[config.mk]
export PLATFORM = sky130hd
export DESIGN_NAME = axi_lite_mem_slave
export DESIGN_NICKNAME = d
export VERILOG_FILES = /design/src/rtl/axi_lite_mem_slave_pkg.sv /design/src/rtl/axi_lite_mem_slave.sv
export SDC_FILE = /design/constraint.sdc
export NUM_CORES = 1
export LEC_CHECK = 0
export CELL_PAD_IN_SITES_DETAIL_PLACEMENT = 2
export CELL_PAD_IN_SITES_GLOBAL_PLACEMENT = 2
export CORE_ASPECT_RATIO = 0.7
export CORE_MARGIN = 10
export CORE_UTILIZATION = 29
export DETAILED_ROUTE_END_ITERATION = 8
export HOLD_SLACK_MARGIN = 0.08
export PLACE_DENSITY = 0.83
export RECOVER_POWER = 50
export SLEW_MARGIN = 15
export SYNTH_ARGS = -nofsm -noshare
export SYNTH_HDL_FRONTEND = slang
export SYNTH_SLANG_ARGS = --single-unit
[constraint.sdc]
create_clock -name CLK -period 1.9 [get_ports CLK]
set_clock_uncertainty 0.05 [all_clocks]
set_input_delay 0.285 -clock CLK [delete_from_list [all_inputs] [get_ports CLK]]
set_output_delay 0.285 -clock CLK [all_outputs]
set_load 0.01 [all_outputs]
[src/rtl/axi_lite_mem_slave_pkg.sv]
// Shared constants and FSM state encodings for the AXI4-Lite memory slave.
package axi_lite_mem_slave_pkg;

    localparam logic [1:0] RESP_OKAY   = 2'b00;
    localparam logic [1:0] RESP_SLVERR = 2'b10;

    typedef enum logic [1:0] {
        W_IDLE = 2'd0,
        W_MEM  = 2'd1,
        W_RESP = 2'd2
    } wstate_e;

    typedef enum logic [1:0] {
        R_IDLE = 2'd0,
        R_MEM  = 2'd1,
        R_RESP = 2'd2
    } rstate_e;

endpackage

[src/rtl/axi_lite_mem_slave.sv]
// AXI4-Lite slave bridging to a simple single-port-style memory with
// independent write and read FSMs that may run concurrently.
module axi_lite_mem_slave
    import axi_lite_mem_slave_pkg::*;
#(
    parameter int ADDR_W = 7,
    parameter int DATA_W = 32
) (
    input  logic              CLK,
    input  logic              RESETn,

    input  logic [ADDR_W-1:0] AWADDR,
    input  logic              AWVALID,
    output logic              AWREADY,
    input  logic [DATA_W-1:0] WDATA,
    input  logic              WVALID,
    output logic              WREADY,
    output logic [1:0]        BRESP,
    output logic              BVALID,
    input  logic              BREADY,

    input  logic [ADDR_W-1:0] ARADDR,
    input  logic              ARVALID,
    output logic              ARREADY,
    output logic [DATA_W-1:0] RDATA,
    output logic [1:0]        RRESP,
    output logic              RVALID,
    input  logic              RREADY,

    output logic              MEM_CS,
    output logic              MEM_WE,
    output logic [ADDR_W-1:0] MEM_WADDR,
    output logic [ADDR_W-1:0] MEM_RADDR,
    output logic [DATA_W-1:0] MEM_WDATA,
    input  logic [DATA_W-1:0] MEM_RDATA
);

    localparam logic [ADDR_W:0] MAX_ADDR = (ADDR_W+1)'((2 ** ADDR_W) - (DATA_W / 8));

    function automatic logic inRange(input logic [ADDR_W-1:0] addr);
        return {1'b0, addr} <= MAX_ADDR;
    endfunction

    logic              readyEn_q;

    wstate_e           wState_q, wState_d;
    logic              awHeld_q, awHeld_d;
    logic              wHeld_q, wHeld_d;
    logic [ADDR_W-1:0] awAddr_q, awAddr_d;
    logic [DATA_W-1:0] wData_q, wData_d;
    logic [1:0]        bResp_q, bResp_d;
    logic [ADDR_W-1:0] memWaddr_q, memWaddr_d;
    logic [DATA_W-1:0] memWdata_q, memWdata_d;

    rstate_e           rState_q, rState_d;
    logic [1:0]        rResp_q, rResp_d;
    logic [DATA_W-1:0] rData_q, rData_d;
    logic [ADDR_W-1:0] memRaddr_q, memRaddr_d;

    logic              awReady, wReady, bValid, wMemPhase;
    logic              awFire, wFire;
    logic [ADDR_W-1:0] curAwAddr;
    logic [DATA_W-1:0] curWData;
    logic              arReady, rValid, rMemPhase;

    // Keeps the ready outputs low until the first rising edge after reset release.
    always_ff @(posedge CLK or negedge RESETn) begin
        if (!RESETn) begin
            readyEn_q <= 1'b0;
        end else begin
            readyEn_q <= 1'b1;
        end
    end

    always_ff @(posedge CLK or negedge RESETn) begin
        if (!RESETn) begin
            wState_q   <= W_IDLE;
            awHeld_q   <= 1'b0;
            wHeld_q    <= 1'b0;
            awAddr_q   <= '0;
            wData_q    <= '0;
            bResp_q    <= RESP_OKAY;
            memWaddr_q <= '0;
            memWdata_q <= '0;
        end else begin
            wState_q   <= wState_d;
            awHeld_q   <= awHeld_d;
            wHeld_q    <= wHeld_d;
            awAddr_q   <= awAddr_d;
            wData_q    <= wData_d;
            bResp_q    <= bResp_d;
            memWaddr_q <= memWaddr_d;
            memWdata_q <= memWdata_d;
        end
    end

    always_comb begin
        wState_d   = wState_q;
        awHeld_d   = awHeld_q;
        wHeld_d    = wHeld_q;
        awAddr_d   = awAddr_q;
        wData_d    = wData_q;
        bResp_d    = bResp_q;
        memWaddr_d = memWaddr_q;
        memWdata_d = memWdata_q;
        awReady    = 1'b0;
        wReady     = 1'b0;
        bValid     = 1'b0;
        wMemPhase  = 1'b0;
        awFire     = 1'b0;
        wFire      = 1'b0;
        curAwAddr  = awHeld_q ? awAddr_q : AWADDR;
        curWData   = wHeld_q ? wData_q : WDATA;

        case (wState_q)
            W_IDLE: begin
                awReady = readyEn_q && !awHeld_q;
                wReady  = readyEn_q && !wHeld_q;
                awFire  = AWVALID && awReady;
                wFire   = WVALID && wReady;
                if (awFire) begin
                    awHeld_d = 1'b1;
                    awAddr_d = AWADDR;
                end
                if (wFire) begin
                    wHeld_d = 1'b1;
                    wData_d = WDATA;
                end
                // Both beats complete (either held or arriving now): launch the write.
                if ((awHeld_q || awFire) && (wHeld_q || wFire)) begin
                    awHeld_d = 1'b0;
                    wHeld_d  = 1'b0;
                    if (inRange(curAwAddr)) begin
                        wState_d   = W_MEM;
                        bResp_d    = RESP_OKAY;
                        memWaddr_d = curAwAddr;
                        memWdata_d = curWData;
                    end else begin
                        wState_d = W_RESP;
                        bResp_d  = RESP_SLVERR;
                    end
                end
            end
            W_MEM: begin
                wMemPhase = 1'b1;
                wState_d  = W_RESP;
            end
            W_RESP: begin
                bValid = 1'b1;
                if (BREADY) begin
                    wState_d = W_IDLE;
                end
            end
            default: wState_d = W_IDLE;
        endcase
    end

    always_ff @(posedge CLK or negedge RESETn) begin
        if (!RESETn) begin
            rState_q   <= R_IDLE;
            rResp_q    <= RESP_OKAY;
            rData_q    <= '0;
            memRaddr_q <= '0;
        end else begin
            rState_q   <= rState_d;
            rResp_q    <= rResp_d;
            rData_q    <= rData_d;
            memRaddr_q <= memRaddr_d;
        end
    end

    always_comb begin
        rState_d   = rState_q;
        rResp_d    = rResp_q;
        rData_d    = rData_q;
        memRaddr_d = memRaddr_q;
        arReady    = 1'b0;
        rValid     = 1'b0;
        rMemPhase  = 1'b0;

        case (rState_q)
            R_IDLE: begin
                arReady = readyEn_q;
                if (ARVALID && arReady) begin
                    if (inRange(ARADDR)) begin
                        rState_d   = R_MEM;
                        rResp_d    = RESP_OKAY;
                        memRaddr_d = ARADDR;
                    end else begin
                        rState_d = R_RESP;
                        rResp_d  = RESP_SLVERR;
                        rData_d  = '0;
                    end
                end
            end
            R_MEM: begin
                // Memory drives MEM_RDATA on the falling edge, so it is settled here.
                rMemPhase = 1'b1;
                rData_d   = MEM_RDATA;
                rState_d  = R_RESP;
            end
            R_RESP: begin
                rValid = 1'b1;
                if (RREADY) begin
                    rState_d = R_IDLE;
                end
            end
            default: rState_d = R_IDLE;
        endcase
    end

    assign AWREADY   = awReady;
    assign WREADY    = wReady;
    assign BVALID    = bValid;
    assign BRESP     = bResp_q;
    assign ARREADY   = arReady;
    assign RVALID    = rValid;
    assign RRESP     = rResp_q;
    assign RDATA     = rData_q;
    assign MEM_CS    = wMemPhase || rMemPhase;
    assign MEM_WE    = wMemPhase;
    assign MEM_WADDR = memWaddr_q;
    assign MEM_RADDR = memRaddr_q;
    assign MEM_WDATA = memWdata_q;

endmodule

==> results of run 1 <==
-- layer usage --
| metal | vias to the layer above | share of wire | wire (µm) |
|---|---|---|---|
| met4 | 2 | 0.0098 | 186 |
| met2 | 143 | 0.48 | 9070 |
| met3 | 20 | 0.094 | 1780 |
| met5 | - | 0.00063 | 12 |
| met1 | 2120 | 0.42 | 7900 |
| li1 | 1844 | - | - |
-- cell type report --
cell class	count	area, µm²
clock buffer	22	464
timing repair buffer	197	1910
inverter	5	18.8
multi-input combinational	251	1850
sequential	126	3160
antenna	1	2.50
tap	231	289
clock inverter	10	161
fill	1740	9470
-- power breakdown --
part	switching (mW)	total (mW)	internal [mW]
clock	1.20	3.46	2.27
sequential	0.714	4.53	3.82
combinational	2.12	4.65	2.53
-- sequential cells by signal, indices dropped and copies added (netlist names) --
register and flops:
MEM_WDATA 32, RDATA 32, wData_q 32, MEM_RADDR 7, MEM_WADDR 7, awAddr_q 7
rState_q 2, wState_q 2, BRESP 1, RRESP 1, awHeld_q 1, readyEn_q 1
wHeld_q 1
-- stage by stage --
| stage | setup slack (ps) | cells | setup TNS [ps] | cell area [µm²] | hold WS, ps |
|---|---|---|---|---|---|
| 2_1_floorplan | 209 | 412 | 0 | 5170 | -60.6 |
| 3_3_place_gp | -122 | 808 | -3810 | 7280 | 262 |
| 3_5_place_dp | -280 | 808 | -10430 | 7280 | 267 |
| 4_1_cts | 3.94 | 842 | 0 | 7920 | 378 |
| 5_1_grt | -58.3 | 842 | -1370 | 7850 | 417 |
| 6_report | 44.8 | 843 | 0 | 7850 | 401 |
-- kinds of logic after synthesis --
family | share of synthesized area
DFF | 0.610
AOI/OAI and AO/OA | 0.148
buffers and inverters | 0.0348
muxes | 0.159
other | 0.00145
and+or+nand+nor | 0.0467
-- how the worst max path moves through the flow --
stage / to / startpoint / slack, ps
6_report: MEM_WADDR[2] / awHeld_q / 40
3_5_place_dp: MEM_WDATA[26] / AWADDR[3] / -280
2_1_floorplan: wData_q[7] / wState_q[1] / 210
4_1_cts: MEM_CS / wState_q[0] / 4
5_1_grt: MEM_WADDR[2] / awHeld_q / -60
3_3_place_gp: MEM_WDATA[14] / AWADDR[3] / -120
-- Yosys cell counts --
| master | number | area share |
|---|---|---|
| nor2_4 | 1 | 0.0022 |
| buf_4 | 2 | 0.0029 |
| buf_6 | 4 | 0.0087 |
| and2_1 | 1 | 0.0012 |
| a41oi_1 | 1 | 0.0017 |
| nor3b_1 | 1 | 0.0015 |
| conb_1 | 2 | 0.0015 |
| a21oi_1 | 5 | 0.0048 |
| nand2_2 | 1 | 0.0012 |
| mux2_1 | 1 | 0.0022 |
| o31ai_1 | 1 | 0.0015 |
| buf_1 | 1 | 0.00073 |
| a21oi_2 | 1 | 0.0017 |
| o22a_1 | 5 | 0.0085 |
| mux2i_1 | 36 | 0.070 |
| buf_2 | 9 | 0.0087 |
| nand2b_1 | 1 | 0.0012 |
| nor2_2 | 1 | 0.0012 |
| nor2_1 | 10 | 0.0073 |
| inv_1 | 4 | 0.0029 |
| nor3b_2 | 1 | 0.0024 |
| dfrtp_1 | 126 | 0.61 |
| or2_1 | 2 | 0.0024 |
| nor2b_1 | 3 | 0.0036 |
| nand4b_1 | 1 | 0.0017 |
| mux2_2 | 40 | 0.087 |
| clkbuf_1 | 14 | 0.010 |
| nand4_1 | 3 | 0.0036 |
| nand2_1 | 22 | 0.016 |
| o21a_1 | 1 | 0.0015 |
| a22o_1 | 32 | 0.054 |
| o32a_1 | 1 | 0.0019 |
| o21ai_0 | 44 | 0.043 |
| inv_2 | 1 | 0.00073 |
| o21ai_1 | 31 | 0.030 |
| or2_2 | 1 | 0.0012 |
-- critical path: stages (launching register included) --
cell	delay [ps]
dfrtp_1	470
nor2b_1	230
nand4_1	180
a21oi_4	210
or2_1	180
buf_4	280
o21ai_1	130
-- repair_timing --
action | CTS | global route
hold endpoints to repair | 126 | 0
gates cloned | 0 | 0
hold buffers | 1 | 0
pin swaps | 0 | 1
gates resized for setup | 11 | 5
setup endpoints to repair | 7 | 34
buffers inserted | 1 | 0
==> metrics, run 1 <==
R2R cell count 6; hold path depth 3; drt total wl 18900 µm; Rows 40; IO Pins 174; CTS Buf Count 17; YS warnings 0; Final Util 0.453; # DRC 0; Root Driver clkbuf_16; Worst VDD drop 0.585 mV; drt initial violations 146; CP Launch Type flip-flop; Final Hold Fails 0; fmax 539 MHz; setup violators final 0; routing usage on met2 0.269; r2r startpoint awHeld_q; sequential area share after synthesis 0.610; most frequent cells in the layout clkdlybuf4s50_1 (159), dfrtp_1 (123), o21ai_0 (44), mux2_2 (39), mux2i_1 (36); die height 132 µm; post-DP HPWL 13700 µm; first-pass GRT wire length 30500 µm; I/O Buffers 171; antenna violations before repair 1; Routed Antenna Nets 0; CP Class reg -> reg; core area 17300 µm²; CTS tree built; most common cell after layout, fill and taps aside clkdlybuf4s50_1; Hold Startpoint ARADDR[1]; Die Footprint 23700 µm²; DR vias/cell 4.90; largest net degree at the start of global routing 78; Hold EP MEM_RADDR[1]; Worst R2R End MEM_WADDR[2]; Synth-to-Final Area Change 51.8%; Rel. slew slack 0.151; Lkg Pwr 3.41 nW; Crit Path Max Fanout 20; CTS Sinks 126; synthesized area 5170 µm²; first-pass iteration count of the detailed router 4; Final Max Slew Viols 0; crit end category flip-flop; vias in the first global route 5088; crit path DAT 2080 ps; MaxCap Viol Count 0; total power 12.6 mW; H-Tree Depth 4; hold crit path type in -> reg; layout cell share with drive strength beyond 1 0.167; Initial Util 0.299; Clock Pin Slew Worst Setup and Hold Paths 60 ps; flop-to-flop setup slack 40 ps; final period demand of the worst path 1860 ps; status completed; period utilisation layout 0.976; FF+latch count, synth 126; Clock Latency Late Sink 410 ps; CP required 2120 ps; Die X 180 µm; pwr/cell area 1610 nW/µm²; M1 GR Usage 0.182; Final nets 683; layer with the highest usage met2; wire per inst 22.5 µm; synthesized area per cell 12.6 µm²; gr usage total 0.162; synth unique cells 36; RSZ-0062 raised after global routing true; gpl congestion 0.822; Max clock buf depth 2; worst-margin pin slew 1270 ps; via count 4129; GR Layer Usage met3 0.0771; grt total ovfl 0; Syn Inst Count 411
(Power assumes the default switching activity.)
==> inputs of run 2 (changes only) <==
ABC_AREA = 0   (was unset)
CTS_CLUSTER_DIAMETER = 80   (was unset)
==> results of run 2 <==
No change in the layout: final DEF, timing and power equal those of run 1.
